<file path="config.mk">
export PLATFORM = sky130hd
export DESIGN_NAME = instruction_fetch
export DESIGN_NICKNAME = d
export VERILOG_FILES = /design/src/rtl/instruction_fetch.sv
export SDC_FILE = /design/constraint.sdc
export NUM_CORES = 1
export LEC_CHECK = 0
export CAP_MARGIN = 40
export CORE_AREA = 3 3 150 152
export CTS_BUF_LIST = sky130_fd_sc_hd__clkbuf_16
export DETAILED_ROUTE_END_ITERATION = 10
export DIE_AREA = 0 0 153 155
export PLACE_DENSITY_LB_ADDON = 0.08
export SYNTH_ARGS = -nofsm -noshare
export SYNTH_HDL_FRONTEND = slang
export SYNTH_SLANG_ARGS = --single-unit
</file>
<file path="constraint.sdc">
create_clock -name clk_i -period 6.25 [get_ports clk_i]
set_input_delay 0.625 -clock clk_i [delete_from_list [all_inputs] [get_ports clk_i]]
set_output_delay 0.625 -clock clk_i [all_outputs]
set_load 0.1 [all_outputs]
</file>
<file path="src/rtl/instruction_fetch.sv">
// Instruction fetch stage: owns the fetch PC, issues word requests to the instruction
// cache under a credit limit, and queues in-order responses for decode.
module instruction_fetch #(
    parameter logic [27:0] RESET_ADDR = 28'h0000000,
    parameter int          DEPTH      = 3
) (
    input  logic        clk_i,
    input  logic        reset_i,
    input  logic [27:0] jmp_addr_i,
    input  logic        jmp_valid_i,
    input  logic        halt_i,
    output logic [27:0] ic_req_addr_o,
    output logic        ic_req_valid_o,
    input  logic        ic_req_ready_i,
    input  logic [27:0] ic_resp_addr_i,
    input  logic [31:0] ic_resp_data_i,
    input  logic        ic_resp_valid_i,
    output logic        ic_resp_ready_o,
    output logic [27:0] if_pc_o,
    output logic [31:0] if_ir_o,
    output logic        if_valid_o,
    input  logic        if_ready_i
);
    localparam int CW = $clog2(DEPTH + 1);
    localparam int PW = (DEPTH > 1) ? $clog2(DEPTH) : 1;

    logic [27:0]   pc_r;
    logic [CW-1:0] inflight_r;
    logic [CW-1:0] drop_r;
    logic [CW-1:0] count_r;
    logic [PW-1:0] rd_ptr_r;
    logic [PW-1:0] wr_ptr_r;
    logic [27:0]   addr_q [DEPTH];
    logic [31:0]   data_q [DEPTH];

    logic [CW:0] occupancy;
    logic        req_fire;
    logic        resp_fire;
    logic        pop;
    logic        keep;

    function automatic logic [PW-1:0] ptr_inc(input logic [PW-1:0] p);
        return (p == PW'(DEPTH - 1)) ? '0 : p + PW'(1);
    endfunction

    // Credits cover both in-flight requests (stale ones too) and queued results,
    // so every kept response is guaranteed a FIFO slot.
    assign occupancy      = {1'b0, inflight_r} + {1'b0, count_r};
    assign ic_req_addr_o  = pc_r;
    assign ic_req_valid_o = !reset_i && !halt_i && !jmp_valid_i
                            && (occupancy < (CW+1)'(DEPTH));
    assign ic_resp_ready_o = !reset_i;

    assign if_valid_o = (count_r != '0) && !jmp_valid_i;
    assign if_pc_o    = addr_q[rd_ptr_r];
    assign if_ir_o    = data_q[rd_ptr_r];

    assign req_fire  = ic_req_valid_o && ic_req_ready_i;
    assign resp_fire = ic_resp_valid_i;
    assign pop       = if_valid_o && if_ready_i;
    assign keep      = resp_fire && !jmp_valid_i && (drop_r == '0);

    always_ff @(posedge clk_i or posedge reset_i) begin
        if (reset_i) begin
            pc_r       <= RESET_ADDR;
            inflight_r <= '0;
            drop_r     <= '0;
            count_r    <= '0;
            rd_ptr_r   <= '0;
            wr_ptr_r   <= '0;
            for (int i = 0; i < DEPTH; i++) begin
                addr_q[i] <= '0;
                data_q[i] <= '0;
            end
        end else begin
            inflight_r <= inflight_r + CW'(req_fire) - CW'(resp_fire);
            if (jmp_valid_i) begin
                // Everything still outstanding after this cycle belongs to the old path.
                pc_r     <= jmp_addr_i;
                drop_r   <= inflight_r - CW'(resp_fire);
                count_r  <= '0;
                rd_ptr_r <= '0;
                wr_ptr_r <= '0;
            end else begin
                if (req_fire)
                    pc_r <= pc_r + 28'd1;
                if (resp_fire && (drop_r != '0))
                    drop_r <= drop_r - CW'(1);
                if (keep) begin
                    addr_q[wr_ptr_r] <= ic_resp_addr_i;
                    data_q[wr_ptr_r] <= ic_resp_data_i;
                    wr_ptr_r         <= ptr_inc(wr_ptr_r);
                end
                if (pop)
                    rd_ptr_r <= ptr_inc(rd_ptr_r);
                if (keep && !pop)
                    count_r <= count_r + CW'(1);
                else if (!keep && pop)
                    count_r <= count_r - CW'(1);
            end
        end
    end

`ifndef SYNTHESIS
    // Address the next kept response must carry: live requests run sequentially
    // from the most recent redirect target.
    logic [27:0] exp_addr_r;

    always_ff @(posedge clk_i or posedge reset_i) begin
        if (reset_i)
            exp_addr_r <= RESET_ADDR;
        else if (jmp_valid_i)
            exp_addr_r <= jmp_addr_i;
        else if (keep)
            exp_addr_r <= exp_addr_r + 28'd1;
    end

    a_resp_order: assert property (@(posedge clk_i) disable iff (reset_i)
        keep |-> (ic_resp_addr_i == exp_addr_r));

    a_resp_credit: assert property (@(posedge clk_i) disable iff (reset_i)
        ic_resp_valid_i |-> (inflight_r != '0));
`endif
endmodule

</file>
[Yosys cells after proc, flatten, opt, wreduce, memory -nomap -nowiden]
Cells that the tools add are included.
Cells by class
  add/subtract/negate cells: 10
  $lt $le $gt $ge: 4
  eq/ne operators: 2
  mux-type cells: 25
  bitwise operators: 3
  reduce and logical (&&, ||, !) cells: 26
Operator list (number)
  2-to-1 mux 28 bit: 5
  bitwise mux 96 bit: 1
  2-to-1 mux 32 bit: 3
  bitwise mux 84 bit: 1
  binary-select mux 32 bit (select 2 bit): 1
  demux 32 bit (select 2 bit): 1
  binary-select mux 28 bit (select 2 bit): 1
  demux 28 bit (select 2 bit): 1
  adder 28 x 1 -> 28 bit (second input constant): 1
  2-to-1 mux 2 bit: 11
  logical AND 1 bit: 12
  nonzero test 2 bit: 6
  adder 2 x 1 -> 2 bit (second input constant): 3
  greater-or-equal comparator 3 bit (second input constant): 2
  NOT 2 -> 3 bit: 2
  zero test 1 bit: 5
  equality test 2 bit (second input constant): 2
  subtractor 2 x 1 -> 2 bit: 2
  subtractor 2 x 1 -> 2 bit (second input constant): 2
  adder 2 x 2 -> 3 bit: 1
  < comparator 3 x 1 -> 1 bit (second input constant): 1
  < comparator 3 x 2 -> 1 bit (second input constant): 1
  nonzero test 3 bit: 1
  adder 2 x 1 -> 2 bit: 1
  3 further kinds: 3
Storage, ports and cells
  bits in registers: 218
  output and inout bits: 91

[Depth between registers and ports, before layout]
Gate-level depths: netlist of the first run.
  depth after elaboration: 8
  depth in mapped cells: 12

[Worst setup path after synthesis of the first run]
No wires, ideal clock.
  path kind: in2out
  start point: in reset_i
  end point: out ic_resp_ready_o
  data arrival time: 5.664 ns
  setup slack: -0.039 ns
  stages: 1
  cells stage by stage: inv_1
Between the ends
  word-level cells in the longest chain between the ends: 1
RTL lines
  start, declared: RTL line 8  | input logic reset_i,
  zero test 1 bit (no source line)
  end, declared: RTL line 18  | output logic ic_resp_ready_o,
No other way between the ends.

[Worst setup path after layout of the first run]
  start point: reg rd_ptr_r[1]
  end point: out if_pc_o[24]
Between the ends
  word-level cells in the longest chain between the ends: 4
RTL lines
  start, declared: RTL line 31  | logic [PW-1:0] rd_ptr_r;
  start signal, assigned: RTL line 95  | rd_ptr_r <= ptr_inc(rd_ptr_r);
  NOT 2 -> 3 bit (not written as such): RTL line 55  | assign if_pc_o = addr_q[rd_ptr_r];
  binary-select mux 28 bit (select 2 bit): RTL line 55
  2-to-1 mux 28 bit (not written as such) (2 in series): RTL line 55
  end, declared: RTL line 19  | output logic [27:0] if_pc_o,
No other way between the ends. The select of a mux whose other input is x is not followed.

==> flow_summary.yaml, run 1 <==
sta:
  fin_skew_ns: 0.01382
  fin_crit_sh_pct: 58.13
  fin_crit_ns: 3.633
  worst_pin_slew_ns: 0.8004
  fmax_ghz: 0.2752
  relSlewSlack_pct: 46.64
  rsz0062_at_grt: "false"
  finalHoldViolCount: 0
  fin_tns_setup_ns: 0
  setup_viol: 0
  drv_slew: 0
yosys:
  yosys-top-cells-area: "dfrtp_1 (54%), mux2_2 (20%), mux2i_1 (6.4%)"
  syn_nets: 941
  netlist_area_um2: 10160
  ys.flop_type: "dfrtp_1"
  ys_seq_area_share_pct: 53.69
  synth-edff-count: 0
  netlist_instances: 839
  yosys_warnings: 0
  yosys.area.top_type: "dfrtp_1"
  async_flop_share_pct: 100.0
  syn_area_per_cell_um2: 12.11
  ys_ff_latch: 218
  synth.distinct_cells: 52
  yosysTopAreaCellShare_pct: 53.69
final_layout:
  final_common_cell: "dfrtp_1"
  fin_nets: 1205
  finalNonFillerCells: 1395
  syn2layout_area_growth_pct: 43.78
  layout-drive-gt1-share_pct: 30.00
  diodes: 0
  fillers: 1549
  final_cell_mix: "dfrtp_1 (216), clkdlybuf4s50_1 (184), mux2_2 (181)"
job:
  drv_cap: 0
critical_path:
  crit_path_cell_trace: "nor2b_4, buf_12, buf_4, nand2_1, o21ai_0, clkdlybuf4s50_1, buf_8"
  slowest_delay_ns: 0.60
  worstSetupEndpointType: "output pin"
  critPathMaxFanout: 30
  crit_path_top_delay_cell: "dfrtp_2"
  arrival_ns: 3.01
  cp.required_ns: 5.62
  path_class: "reg -> out"
  startpoint_type: "register"
min_path:
  min_path_type: "reg -> reg"
clock_tree:
  postCtsSetupRepairBufs: 0
  htree_levels: 1
  clkTransAtPathRegs_ns: 0.06
  insertion_delay_ns: 0.50
  cts_tree: "yes"
  cts-root-buf: "clkbuf_16"
  cts.sinks: 218
  cts-buffers-inserted: 24
  cts.path.max_buffers: 3
  cts_resized: 0
  postCtsHoldBufs: 0
routing:
  drc: 0
  drt-initial-drc-count: 322
  wl_mm: 24.72
  route.detailed.wl_per_inst_um: 17.72
  ant_nets: 0
  first_pass_iters: 4
  num_vias: 7562
  vias_per_cell: 5.421
global_route:
  grt_max_degree: 125
  grt_overflow: 0
  antenna_found_initial: 0
  grt_pass1_wl_mm: 40.92
  grt_pass1_vias: 7887
  grt_use_total_pct: 20.73
placement:
  port_buffers: 185
  finalWeightedCongestion: 0.7924
  place_inst: 1352
  dp.final_hpwl_mm: 16.84
pwr:
  comb_power_share_pct: 52.5
  power.density_nw_per_um2: 491.5
  power_mw: 7.180
  cell_internal_pwr_mw: 4.130
  power.share.sequential_pct: 28.7
  p_switching_mw: 3.050
  power.leakage_nw: 6.345
  p_clk_share_pct: 18.8
  peakVddDrop_v: 0.0005755
  p_sw_share_pct: 42.48
die:
  dieArea_um2: 23720
  rows: 53
  fp.coreArea_um2: 21150
  io_pins: 186
  start_util_pct: 48.03
  fp.dieW_um: 153
  die_h_um: 155
status:
  outcome: "completed"
[kinds of logic (layout without fill, tap and decap cells)]
kind of cell             count (synthesis)  in the layout  synth area share (%)
AO/OA/AOI/OAI                          122            122                 7.167
XOR/XNOR                                 7              7                0.6034
adder cells (fa/ha/maj)                  7              7                0.9358
buffers and inverters                   64            345                 2.635
flip-flops                             218            218                 53.69
multiplexers                           246            246                 26.46
AND/OR/NAND/NOR                        175            175                 8.509
[state kept, by name, indices dropped and copies added, names as in the netlist]
name           flops
data_q            96
addr_q            84
ic_req_addr_o     28
count_r            2
drop_r             2
inflight_r         2
rd_ptr_r           2
wr_ptr_r           2
[Yosys cell counts, drive strengths merged (3+ instances only)]
library cell	number
ha	6
nor3	6
inv	12
buf	29
nand4	9
xnor2	6
mux2	181
a221o	8
nand2	97
clkbuf	23
o21ai	79
a21oi	10
mux2i	65
or4	3
nor2	18
o311ai	7
o211ai	4
nand3	16
dfrtp	218
a31oi	3
nor4	10
[through the flow]
stage / instance area (um2) / setup slack (ns) / utilization, % / hold WS [ns]
after CTS: 14610 / 2.598 / 69.06 / 0.5051
final: 14610 / 2.617 / 69.06 / 0.5031
after global placement: 12240 / 1.798 / 57.88 / 0.4852
after global routing: 14610 / 2.421 / 69.06 / 0.5143
after detailed placement: 13850 / 2.625 / 65.48 / 0.4915
after floorplan: 10160 / 2.041 / - / 0.4787
[power by group through the flow]
stage	logic [mW]	registers, mW	clock network [mW]
after floorplan	2.21	2.16	0
after global placement	2.98	2.06	0
after detailed placement	3.79	2.08	0
after CTS	3.81	2.06	1.38
after global routing	3.93	2.11	1.44
final	3.77	2.06	1.35
[worst max-delay path: cells and delay by family (launching register included)]
kind / cells / cell delay [ns]
and+or+nand+nor: 2 / 0.52
DFF: 1 / 0.60
buffers and inverters: 4 / 1.26
AOI/OAI and AO/OA: 1 / 0.09
[cell type report]
| type | count | area (um2) | area share [%] |
|---|---|---|---|
| Clock buffer | 25 | 625.6 | 4.282 |
| Clock inverter | 18 | 132.6 | 0.9078 |
| Inverter | 12 | 48.80 | 0.3340 |
| Multi-Input combinational cell | 557 | 4464 | 30.56 |
| Sequential cell | 218 | 5460 | 37.38 |
| Tap cell | 275 | 344.1 | 2.355 |
| Timing Repair Buffer | 290 | 3533 | 24.19 |
[metal layers]
metal	GRT usage (%)	part of all wire (%)	vias up	routed length, um
li1	-	-	3576	-
met3	3.394	3.8	33	929
met2	35.49	49	162	12150
met1	28.61	46	3791	11290
met5	0	0	-	0
met4	3.437	1.5	0	361
[final timing paths]
kind | startpoint | cells after the start | endpoint | slack [ns]
hold reg to reg | data_q[82] | 1 | data_q[82] | 0.50
setup / recovery | rd_ptr_r[1] | 7 | if_pc_o[24] | 2.62
min in group asynchronous | reset_i | 3 | addr_q[62] | 0.83
max in group asynchronous | reset_i | 4 | rd_ptr_r[0] | 4.27
setup reg to reg | count_r[0] | 10 | inflight_r[1] | 2.75
hold / removal | data_q[82] | 1 | data_q[82] | 0.50
(Power assumes the default switching activity.)
==> run 2, diff against run 1 <==
- clock period: 6.25 -> 3 ns (I/O delays scaled with it)
==> run 2 against run 1 <==
  * Sequential share of layout area rose by 2.5 points
  * Total power up 100%
  * Setup slack got worse by 2.3 ns
  * Die area unchanged
  * Core utilization down 4.3 points
  * Critical path depth down 2
  * Cell count decreased by 6.2%
  * First-iteration DRC count up 11%
==> flow_summary.yaml, run 2 (same netlist as run 1, synthesis figures left out) <==
final_layout:
  diodes: 0
  fin_nets: 1118
  ff_latch_area_um2: 5460
  final_cell_mix: "dfrtp_1 (216), mux2_2 (181), nand2_1 (97)"
  regMostFlops: "data_q"
  layout-drive-gt1-share_pct: 33.30
  multi_input_area_um2: 4464
  final_common_cell: "dfrtp_1"
  largest_reg_flops: 96
  syn2layout_area_growth_pct: 34.75
  stdcell_area_um2: 13690
  fillers: 1672
pwr:
  peakVddDrop_v: 0.0009880
  power.density_nw_per_um2: 1061
  power.leakage_nw: 6.003
  power_mw: 14.53
critical_path:
  startpoint: "rd_ptr_r[0]"
  cp.required_ns: 2.70
  r2r_cells: 9
  critPathMaxFanout: 35
  cp_num_buf_inv: 2
  path_class: "reg -> out"
  cp_top_family: "flip-flops"
  r2r_start: "count_r[0]"
  crit_path_cell_trace: "nor2b_4, buf_4, nand2_1, o21ai_1, buf_12"
  worstSetupEndpointType: "output pin"
  r2r-end: "ic_req_addr_o[7]"
  path_depth: 5
  crit_path_top_delay_cell: "dfrtp_4"
  slowest_delay_ns: 0.72
  arrival_ns: 2.38
  reg2reg_slack_ns: 0.44
  startpoint_type: "register"
  cp-endpoint: "if_ir_o[25]"
placement:
  port_buffers: 185
  dp.final_hpwl_mm: 14.72
  finalWeightedCongestion: 0.7507
  placed_cell_area_um2: 12910
  post-place-ws_ns: 0.4620
sta:
  hold_slack_ns: 0.1491
  fin_crit_ns: 2.683
  relSlewSlack_pct: 47.28
  rsz0062_at_grt: "false"
  drv_slew: 0
  setup_viol: 0
  fin_skew_ns: 0.007466
  worst_pin_slew_ns: 0.7908
  fin_tns_setup_ns: 0
  layout_setup_ws_ns: 0.3172
  fmax_ghz: 0.3727
  fin_crit_sh_pct: 89.43
  finalHoldViolCount: 0
clock_tree:
  clkTransAtPathRegs_ns: 0.06
  cts.path.max_buffers: 3
  htree_levels: 1
  cts.sinks: 218
  postCtsHoldBufs: 0
  insertion_delay_ns: 0.51
  postCtsSetupRepairBufs: 0
  cts_resized: 0
  cts-buffers-inserted: 24
  cts_tree: "yes"
  cts-root-buf: "clkbuf_16"
job:
  drv_cap: 0
die:
  io_pins: 186
  dieArea_um2: 23720
  start_util_pct: 48.03
  rows: 53
  fp.coreArea_um2: 21150
  fp.dieW_um: 153
  die_h_um: 155
routing:
  first_pass_iters: 4
  ant_nets: 0
  vias_per_cell: 5.420
  num_vias: 7090
  route.detailed.wl_per_inst_um: 17.69
  wl_mm: 23.14
  drc: 0
  drt-initial-drc-count: 358
global_route:
  grt_overflow: 0
  grt_use_total_pct: 19.38
  antenna_found_initial: 0
  grt_max_degree: 106
  grt_pass1_wl_mm: 38.32
  grt_pass1_vias: 7217
min_path:
  min_path_type: "in -> reg"
status:
  outcome: "completed"
## run 2: cell types whose count changed in the layout (fill, tap and decap cells not counted), moves of 13 or more
cell             previous run  this run
buf_12                      3        67
buf_16                     13         0
buf_4                       9        42
buf_8                      80         0
clkdlybuf4s50_1           184        93
o21ai_0                    78        18
o21ai_1                     1        61
## run 2: through the flow
| step | utilization (%) | std cells |
|---|---|---|
| global route | 64.72 | 1308 |
| finish | 64.72 | 1308 |
| global placement | 61.03 | 1265 |
| floorplan | - | 839 |
| detailed placement | 61.03 | 1265 |
| CTS | 64.72 | 1308 |
## run 2: cell type report
cell class / count / area share (%)
tap: 275 / 2.513
clock inverter: 19 / 1.325
sequential: 218 / 39.88
clock buffer: 24 / 4.386
inverter: 12 / 0.3564
multi-input combinational: 557 / 32.61
timing repair buffer: 203 / 18.93
## run 2: worst min-delay path by stage
stage / from / to / slack [ns] / cells after the start
finish: jmp_valid_i / wr_ptr_r[1] / 0.15 / 2
global route: jmp_valid_i / wr_ptr_r[1] / 0.15 / 2
CTS: jmp_valid_i / wr_ptr_r[1] / 0.14 / 2
global placement: data_q[95] / data_q[95] / 0.49 / 1
floorplan: if_ready_i / count_r[1] / 0.41 / 1
detailed placement: addr_q[67] / addr_q[67] / 0.49 / 1
## run 2: where the power goes
group,leakage (nW),switching [mW],internal (mW)
logic,2.76,4.60,2.73
registers,2.85,0.490,3.80
clock network,0.396,1.19,1.72
total,6.00,6.28,8.24
## run 2: routing by layer
| layer | part of all wire (%) | up-vias | wire (um) | track usage (%) |
|---|---|---|---|---|
| met5 | 0 | - | 0 | 0 |
| met4 | 1.0 | 0 | 231 | 3.267 |
| met3 | 4.9 | 23 | 1136 | 3.561 |
| met2 | 47 | 168 | 10880 | 31.53 |
| met1 | 47 | 3518 | 10890 | 27.91 |
| li1 | - | 3381 | - | - |
## run 2: worst register-to-register path, stage by stage, from the launching register on
cell	delay (ns)
dfrtp_1	0.44
ha_1	0.22
fa_1	0.37
nor4_1	0.29
and3_1	0.23
inv_2	0.12
buf_4	0.21
nand2_1	0.15
o21ai_0	0.11
a221o_1	0.29
